--- src/rtl/package_settings.sv ---
`default_nettype none
// ============================================================================
//  Module   : package_settings
//  Purpose  : Shared front-end settings. Holds the filter data width used by
//             the shaping filter and everything downstream of it.
//  Ports    : none (package)
//  Revision : 1.0 - initial release
// ============================================================================
package package_settings;

    // Magnitude bits of the shaping filter output; the sample carries one
    // extra sign bit on top of this.
    localparam int SIZE_FILTER_DATA = 20;

endpackage : package_settings
`default_nettype wire

--- src/rtl/pulse_event_pkg.sv ---
`default_nettype none
// ============================================================================
//  Module   : pulse_event_pkg
//  Purpose  : Types and default constants for the pulse event sequencer:
//             FSM state encoding, event record layout, default sizes.
//  Ports    : none (package)
//  Revision : 1.0 - initial release
// ============================================================================
package pulse_event_pkg;

    import package_settings::*;

    // Default sizes
    localparam int DATA_W_DEF   = SIZE_FILTER_DATA + 1;
    localparam int TS_W_DEF     = 32;
    localparam int PEAK_WIN_DEF = 32;
    localparam int HOLDOFF_DEF  = 16;
    localparam int DROP_W_DEF   = 16;

    // Sequencer states
    typedef enum logic [1:0] {
        ST_IDLE = 2'd0,
        ST_RISE = 2'd1,
        ST_HOLD = 2'd2,
        ST_EMIT = 2'd3
    } state_t;

    // Event record at default widths. The flat record in the top level uses
    // the same field order: {amp, ts, pileup, timeout}.
    typedef struct packed {
        logic signed [DATA_W_DEF-1:0] amp;
        logic        [TS_W_DEF-1:0]   ts;
        logic                         pileup;
        logic                         timeout;
    } ev_rec_t;

endpackage : pulse_event_pkg
`default_nettype wire

--- src/rtl/pulse_event_ctrl_if.sv ---
`default_nettype none
// ============================================================================
//  Module   : pulse_event_ctrl_if
//  Purpose  : Event record valid/ready channel between the pulse event
//             sequencer (master) and the readout/DAQ consumer (slave).
//  Signals  : ev_valid   - record available (master -> slave)
//             ev_ready   - consumer accepts record (slave -> master)
//             ev_amp     - peak amplitude, signed
//             ev_ts      - timestamp of threshold crossing
//             ev_pileup  - retrigger occurred during hold-off
//             ev_timeout - peak not found inside the search window
//  Revision : 1.0 - initial release
// ============================================================================
interface pulse_event_ctrl_if
    import pulse_event_pkg::*;
#(
    parameter int DATA_W = DATA_W_DEF,
    parameter int TS_W   = TS_W_DEF
) ();

    logic                     ev_valid;
    logic                     ev_ready;
    logic signed [DATA_W-1:0] ev_amp;
    logic        [TS_W-1:0]   ev_ts;
    logic                     ev_pileup;
    logic                     ev_timeout;

    modport master (
        output ev_valid, ev_amp, ev_ts, ev_pileup, ev_timeout,
        input  ev_ready
    );

    modport slave (
        input  ev_valid, ev_amp, ev_ts, ev_pileup, ev_timeout,
        output ev_ready
    );

endinterface : pulse_event_ctrl_if
`default_nettype wire

--- src/rtl/event_out_reg.sv ---
`default_nettype none
// ============================================================================
//  Module   : event_out_reg
//  Purpose  : One-deep valid/ready holding register for event records plus a
//             saturating counter of records lost because the register was
//             still occupied when a new one arrived.
//  Ports    : clk, reset (sync, active-low)
//             load     - a finished record is offered this cycle
//             load_rec - the offered record
//             ready    - consumer accepts the held record
//             valid    - held record is valid
//             rec      - held record
//             drop_cnt - lost-record count, sticks at all-ones
//  Revision : 1.0 - initial release
// ============================================================================
module event_out_reg #(
    parameter int REC_W  = 55,
    parameter int DROP_W = 16
) (
    input  wire logic              clk,
    input  wire logic              reset,
    input  wire logic              load,
    input  wire logic [REC_W-1:0]  load_rec,
    input  wire logic              ready,
    output logic                   valid,
    output logic      [REC_W-1:0]  rec,
    output logic      [DROP_W-1:0] drop_cnt
);

    logic              r_valid;
    logic [REC_W-1:0]  r_rec;
    logic [DROP_W-1:0] r_drop;

    always_ff @(posedge clk) begin
        if (!reset) begin
            r_valid <= 1'b0;
            r_rec   <= '0;
            r_drop  <= '0;
        end else begin
            if (load && (!r_valid || ready)) begin
                // Empty, or the held record leaves this same cycle: the new
                // record takes its place and valid stays asserted.
                r_valid <= 1'b1;
                r_rec   <= load_rec;
            end else begin
                if (r_valid && ready) begin
                    r_valid <= 1'b0;
                end
                // Reaching here with load set means the register is full
                // and not being drained, so the offered record is lost.
                if (load && (r_drop != '1)) begin
                    r_drop <= r_drop + DROP_W'(1);
                end
            end
        end
    end

    assign valid    = r_valid;
    assign rec      = r_rec;
    assign drop_cnt = r_drop;

endmodule : event_out_reg
`default_nettype wire

--- src/rtl/pulse_event_ctrl.sv ---
`default_nettype none
// ============================================================================
//  Module   : pulse_event_ctrl
//  Purpose  : Pulse event sequencer behind the shaping filter. Arms on a
//             threshold crossing, finds the pulse peak, waits out a hold-off
//             (flagging pile-up) and hands one record per pulse to the
//             readout through a one-deep valid/ready register.
//  Ports    : clk, reset (sync, active-low)
//             en        - acquisition enable
//             filt_data - signed filter output, one sample per clk
//             threshold - signed trigger level
//             ev        - event record channel (master side)
//             drop_cnt  - records lost to a full output register, saturating
//             busy      - sequencer not idle
//  Revision : 1.0 - initial release
// ============================================================================
module pulse_event_ctrl
    import pulse_event_pkg::*;
#(
    parameter int DATA_W   = DATA_W_DEF,
    parameter int TS_W     = TS_W_DEF,
    parameter int PEAK_WIN = PEAK_WIN_DEF,
    parameter int HOLDOFF  = HOLDOFF_DEF,
    parameter int DROP_W   = DROP_W_DEF
) (
    input  wire logic                     clk,
    input  wire logic                     reset,
    input  wire logic                     en,
    input  wire logic signed [DATA_W-1:0] filt_data,
    input  wire logic signed [DATA_W-1:0] threshold,
    pulse_event_ctrl_if.master            ev,
    output logic             [DROP_W-1:0] drop_cnt,
    output logic                          busy
);

    localparam int REC_W = DATA_W + TS_W + 2;
    // win_cnt never needs to hold more than PEAK_WIN-1.
    localparam int WIN_W = (PEAK_WIN > 2) ? $clog2(PEAK_WIN) : 1;
    localparam int HO_W  = $clog2(HOLDOFF + 1);

    // ------------------------------------------------------------------
    // State and datapath registers
    // ------------------------------------------------------------------
    state_t                   r_state,   state_n;
    logic        [TS_W-1:0]   r_ts_cnt;
    logic        [TS_W-1:0]   r_ts,      ts_n;
    logic signed [DATA_W-1:0] r_max,     max_n;
    logic signed [DATA_W-1:0] r_amp,     amp_n;
    logic        [WIN_W-1:0]  r_win_cnt, win_n;
    logic        [HO_W-1:0]   r_ho_cnt,  ho_n;
    logic                     r_pileup,  pile_n;
    logic                     r_timeout, tmo_n;

    logic                     w_emit;
    logic                     w_above;
    logic        [HO_W-1:0]   w_ho_inc;
    logic        [REC_W-1:0]  w_load_rec;
    logic        [REC_W-1:0]  w_rec;

    assign w_above  = (filt_data > threshold);
    assign w_ho_inc = r_ho_cnt + HO_W'(1);

    always_ff @(posedge clk) begin
        if (!reset) begin
            r_state   <= ST_IDLE;
            r_ts_cnt  <= '0;
            r_ts      <= '0;
            r_max     <= '0;
            r_amp     <= '0;
            r_win_cnt <= '0;
            r_ho_cnt  <= '0;
            r_pileup  <= 1'b0;
            r_timeout <= 1'b0;
        end else begin
            r_state   <= state_n;
            r_ts_cnt  <= r_ts_cnt + TS_W'(1);
            r_ts      <= ts_n;
            r_max     <= max_n;
            r_amp     <= amp_n;
            r_win_cnt <= win_n;
            r_ho_cnt  <= ho_n;
            r_pileup  <= pile_n;
            r_timeout <= tmo_n;
        end
    end

    // ------------------------------------------------------------------
    // Next-state and datapath update
    // ------------------------------------------------------------------
    always_comb begin
        state_n = r_state;
        ts_n    = r_ts;
        max_n   = r_max;
        amp_n   = r_amp;
        win_n   = r_win_cnt;
        ho_n    = r_ho_cnt;
        pile_n  = r_pileup;
        tmo_n   = r_timeout;
        w_emit  = 1'b0;

        case (r_state)
            ST_IDLE: begin
                if (en && w_above) begin
                    state_n = ST_RISE;
                    ts_n    = r_ts_cnt;
                    max_n   = filt_data;
                    win_n   = '0;
                    ho_n    = '0;
                    pile_n  = 1'b0;
                    tmo_n   = 1'b0;
                end
            end

            ST_RISE: begin
                if (!en) begin
                    state_n = ST_IDLE;
                end else if (filt_data < r_max) begin
                    amp_n   = r_max;
                    ho_n    = '0;
                    state_n = ST_HOLD;
                end else begin
                    max_n = filt_data;
                    win_n = r_win_cnt + WIN_W'(1);
                    // The trigger sample plus PEAK_WIN-1 non-falling samples
                    // exhaust the window; the latest sample is the peak.
                    if (r_win_cnt == WIN_W'(PEAK_WIN - 2)) begin
                        amp_n   = filt_data;
                        tmo_n   = 1'b1;
                        ho_n    = '0;
                        state_n = ST_HOLD;
                    end
                end
            end

            ST_HOLD: begin
                if (!en) begin
                    state_n = ST_IDLE;
                end else if (w_above) begin
                    // A new excursion after the signal had already settled
                    // is a second pulse riding on this one.
                    if (r_ho_cnt != '0) begin
                        pile_n = 1'b1;
                    end
                    ho_n = '0;
                end else begin
                    ho_n = w_ho_inc;
                    if (w_ho_inc == HO_W'(HOLDOFF)) begin
                        state_n = ST_EMIT;
                    end
                end
            end

            ST_EMIT: begin
                w_emit  = 1'b1;
                state_n = ST_IDLE;
            end

            default: begin
                state_n = ST_IDLE;
            end
        endcase
    end

    // ------------------------------------------------------------------
    // Output register
    // ------------------------------------------------------------------
    assign w_load_rec = {r_amp, r_ts, r_pileup, r_timeout};

    event_out_reg #(
        .REC_W  (REC_W),
        .DROP_W (DROP_W)
    ) u_out_reg (
        .clk      (clk),
        .reset    (reset),
        .load     (w_emit),
        .load_rec (w_load_rec),
        .ready    (ev.ev_ready),
        .valid    (ev.ev_valid),
        .rec      (w_rec),
        .drop_cnt (drop_cnt)
    );

    assign ev.ev_amp     = w_rec[REC_W-1 -: DATA_W];
    assign ev.ev_ts      = w_rec[TS_W+1 -: TS_W];
    assign ev.ev_pileup  = w_rec[1];
    assign ev.ev_timeout = w_rec[0];

    assign busy = (r_state != ST_IDLE);

endmodule : pulse_event_ctrl
`default_nettype wire

--- src/flat_wrapper.sv ---
// flat-port wrapper written by rule: the top's interface ports become plain ports
module pulse_event_ctrl_flat import pulse_event_pkg::*;
#(
    parameter int DATA_W   = DATA_W_DEF,
    parameter int TS_W     = TS_W_DEF,
    parameter int PEAK_WIN = PEAK_WIN_DEF,
    parameter int HOLDOFF  = HOLDOFF_DEF,
    parameter int DROP_W   = DROP_W_DEF
)
  (clk, reset, en, filt_data, threshold, drop_cnt, busy, ev_ev_valid, ev_ev_amp, ev_ev_ts, ev_ev_pileup, ev_ev_timeout, ev_ev_ready);
  pulse_event_ctrl_if #(.DATA_W(DATA_W), .TS_W(TS_W)) ev_i ();
  input  wire logic clk;
  input  wire logic reset;
  input  wire logic en;
  input  wire logic signed [DATA_W-1:0] filt_data;
  input  wire logic signed [DATA_W-1:0] threshold;
  output logic             [DROP_W-1:0] drop_cnt;
  output logic busy;
  output wire logic [$bits(ev_i.ev_valid)-1:0] ev_ev_valid;
  output wire logic [$bits(ev_i.ev_amp)-1:0] ev_ev_amp;
  output wire logic [$bits(ev_i.ev_ts)-1:0] ev_ev_ts;
  output wire logic [$bits(ev_i.ev_pileup)-1:0] ev_ev_pileup;
  output wire logic [$bits(ev_i.ev_timeout)-1:0] ev_ev_timeout;
  input wire logic [$bits(ev_i.ev_ready)-1:0] ev_ev_ready;
  assign ev_ev_valid = ev_i.ev_valid;
  assign ev_ev_amp = ev_i.ev_amp;
  assign ev_ev_ts = ev_i.ev_ts;
  assign ev_ev_pileup = ev_i.ev_pileup;
  assign ev_ev_timeout = ev_i.ev_timeout;
  assign ev_i.ev_ready = ev_ev_ready;
  pulse_event_ctrl #(.DATA_W(DATA_W), .TS_W(TS_W), .PEAK_WIN(PEAK_WIN), .HOLDOFF(HOLDOFF), .DROP_W(DROP_W)) u_core (.clk(clk), .reset(reset), .en(en), .filt_data(filt_data), .threshold(threshold), .ev(ev_i), .drop_cnt(drop_cnt), .busy(busy));
endmodule
--- config.mk ---
export PLATFORM = sky130hd
export DESIGN_NAME = pulse_event_ctrl_flat
export DESIGN_NICKNAME = d
export VERILOG_FILES = /design/src/rtl/package_settings.sv /design/src/rtl/pulse_event_pkg.sv /design/src/rtl/pulse_event_ctrl_if.sv /design/src/rtl/event_out_reg.sv /design/src/rtl/pulse_event_ctrl.sv /design/src/flat_wrapper.sv
export SDC_FILE = /design/constraint.sdc
export NUM_CORES = 1
export LEC_CHECK = 0
export CORE_MARGIN = 2
export CORE_UTILIZATION = 50
export DETAILED_ROUTE_END_ITERATION = 8
export GPL_ROUTABILITY_DRIVEN = 0
export PLACE_DENSITY = 0.76
export SETUP_SLACK_MARGIN = 0.15
export SLEW_MARGIN = 20
export SYNTH_ARGS = -nofsm -noshare
export SYNTH_HDL_FRONTEND = slang
export SYNTH_HIERARCHICAL = 1
export SYNTH_SLANG_ARGS = --single-unit
--- constraint.sdc ---
create_clock -name clk -period 3 [get_ports clk]
set_input_delay 0.75 -clock clk [delete_from_list [all_inputs] [get_ports clk]]
set_output_delay 0.75 -clock clk [all_outputs]
set_load 0.005 [all_outputs]
==> run metrics <==
Max Clock Skew 0.009941 ns; post-layout min period 2.850 ns; Clock Tree Buf Depth 2; Starting Density 50.73%; # setup viols final 0; vias in the first global route 7529; fillers 1343; Post-synth top flop dfxtp_1; Ant. Diodes 0; Static Leak 0.004775 uW; core area 17840 um2; routed len/inst 16.19 um; Vias per Instance 5.546; Synth cell types 69; Gate Count Post-Synth 1045; crit path from filt_data[10]; crit start category input port; PwrDens 484.9 nW/um2; unrepaired setup endpoints after global routing no; Post-synth EDFFs 0; fin crit share 94.99%; register area 3849 um2; Final Util 68.43%; CTS tree built; relative slew slack 56.33%; min-delay src u_core/u_out_reg/rec[26]; GRT Util Overall 22.90%; post-synthesis sequential area ratio 42.47%; largest net degree at the start of global routing 75; ANT nets after route 0; FP Rows 49; dpl hpwl 14.15 mm; full die area 19190 um2; Nets 1308; antenna violations before repair 0; Seq cells post-synth 192; Clock Tree Root clkbuf_16; DRT Pass-1 Iters 5; fmax 350.9 MHz; Die Span X 138.5 um; Max FO, Critical Path 8; share of cells above drive strength 1 19.63%; DP Cell Count 1399; Design Power 5919 uW; WP data arrival 3.19 ns; Hold Buf Count CTS 0; TritonCTS buffer count 17; outcome finished, final reports clean; Mapped Area 9051 um2; # DRC 0; HP Class register to register; Die H 138.5 um; mean post-synth cell area 8.661 um2; detailed-route wire length 23.59 mm; first-pass GRT wire length 36.50 mm; Yosys warning count 6; final worst setup slack 0.1504 ns; Req. time, crit path 3.34 ns; dpl ws -0.6919 ns; I/O Pins 119; Final Hold Vio Count 0; Worst Setup Path Type input port to register; r2r startpoint u_core/r_max[13]; CTS clk-pin slew, worst paths 0.07 ns; Finished Layout Cells 1457; fin. max-slew vios 0; routed vias 8081; Clock Sinks 192; Max-Cap Viols 0; Area growth syn-to-layout 34.88%; drt initial violations 503; H-tree levels 4; grt total ovfl 0; clk_lat worst skew 0.43 ns; Syn Nets 1138; footprint of the multi-input gates 5187 um2; Peak VDD IR 441.1 uV; Port Buf Inserts 118; Slew @ Worst Pin 0.6490 ns; endpoint class of the critical path register; async set or reset register ratio after synthesis 0%
## final cells by class
| class | count | area share [%] |
|---|---|---|
| clock buffer | 22 | 3.884 |
| clock inverter | 10 | 1.045 |
| inverter | 58 | 1.783 |
| tap | 229 | 2.347 |
| multi-input combinational | 741 | 42.49 |
| sequential | 192 | 31.53 |
| timing repair buffer | 205 | 16.92 |
## power by group
group / total (uW) / leakage, uW / switching, uW / internal [uW]
clock network: 2290 / 0.000293 / 983 / 1310
logic: 994 / 0.00293 / 495 / 499
registers: 2630 / 0.00155 / 38.5 / 2600
total: 5920 / 0.00477 / 1520 / 4400
## repair_timing
action | in CTS | in global routing
pin swaps | 31 | 39
gates cloned | 5 | 2
setup buffers | 8 | 11
hold endpoints to repair | 0 | 0
gates resized for setup | 88 | 125
setup endpoints to repair | 88 | 86
## cells in the mapped netlist, types with 4 or more instances
master	number	area, um2
o21ai_0	38	190.2
mux2i_1	76	760.7
nor3_1	13	65.06
buf_2	5	25.02
nand2b_1	6	37.54
o31ai_1	5	37.54
xor2_1	12	105.1
and3_1	8	50.05
and2_1	12	75.07
o22ai_1	5	31.28
nand3_1	23	115.1
nor4_1	8	50.05
dfxtp_1	192	3844
ha_1	47	588.1
buf_1	11	41.29
clkbuf_1	29	108.9
a21oi_1	104	520.5
nor2_1	71	266.5
inv_1	58	217.7
o21ai_1	8	40.04
or3_1	8	50.05
buf_12	4	80.08
nand4_1	15	93.84
xnor2_1	14	122.6
nand2_1	192	720.7
and4_1	5	43.79
a21o_1	5	37.54
a31oi_1	6	37.54
buf_6	5	56.30
nand3b_1	4	30.03
## state kept, by name, indices dropped and copies added (netlist names), 2 cells and up
signal	cells
u_core/r_amp	21
u_core/r_ho_cnt	5
u_core/r_max	21
u_core/r_state	2
u_core/r_ts	32
u_core/r_ts_cnt	32
u_core/r_win_cnt	5
u_core/u_out_reg/drop_cnt	16
u_core/u_out_reg/rec	55
## layer usage
| metal | track usage (%) | up-vias | share of wire, % |
|---|---|---|---|
| li1 | - | 3942 | - |
| met1 | 29.25 | 3836 | 44 |
| met2 | 39.19 | 248 | 49 |
| met3 | 4.178 | 55 | 4.9 |
| met4 | 7.787 | 0 | 3.0 |
| met5 | 0 | - | 0 |
## worst paths after layout
path                            slack, ns  cells after the start                        to
worst max-delay path                 0.15                     13          u_core/r_max[14]
worst min-delay path                 0.45                      2  u_core/u_out_reg/rec[26]
worst max register to register       0.21                     12          u_core/r_amp[14]
worst min register to register       0.45                      2  u_core/u_out_reg/rec[26]
## critical path, cell delays in order
cell and delay, ns:
clkbuf_2 0.14, ha_4 0.28, nand4_1 0.13, buf_4 0.17, nor4_4 0.34, o21ai_2 0.14
and3_4 0.22, mux2i_4 0.19, buf_12 0.15, a21oi_4 0.16, buf_6 0.14, buf_16 0.13
mux2i_1 0.23
## cells in the final DEF (no fill, tap or decap), types with 16 or more instances in the layout
master	instances
o21ai_0	24
nand3_1	23
mux2i_1	74
clkbuf_2	19
ha_1	24
o21ai_1	17
ha_4	23
buf_4	57
nor2_1	69
dfxtp_1	188
nand2_1	190
a21oi_1	96
inv_1	42
clkdlybuf4s50_1	79
clkbuf_16	19
inv_2	16
## cell families (layout without fill, tap and decap cells)
logic type / Yosys count / in the layout / share of synthesized area [%]
xor+xnor: 26 / 26 / 2.516
fa+ha+maj: 47 / 47 / 6.497
flops: 192 / 192 / 42.47
simple gates: 393 / 393 / 20.89
compound gates: 197 / 197 / 13.01
buf+inv: 112 / 295 / 5.847
mux: 78 / 78 / 8.778
## through the flow
stage               hold WS, ns  cell area, um2  TNS, ns
floorplan                0.4251            9069        0
global placement         0.4357           10790   -41.85
detailed placement       0.4408           10790   -48.39
CTS                      0.4478           11850        0
global route             0.4672           12210        0
finish                   0.4544           12210        0
Power figures use the tool's default switching activity.
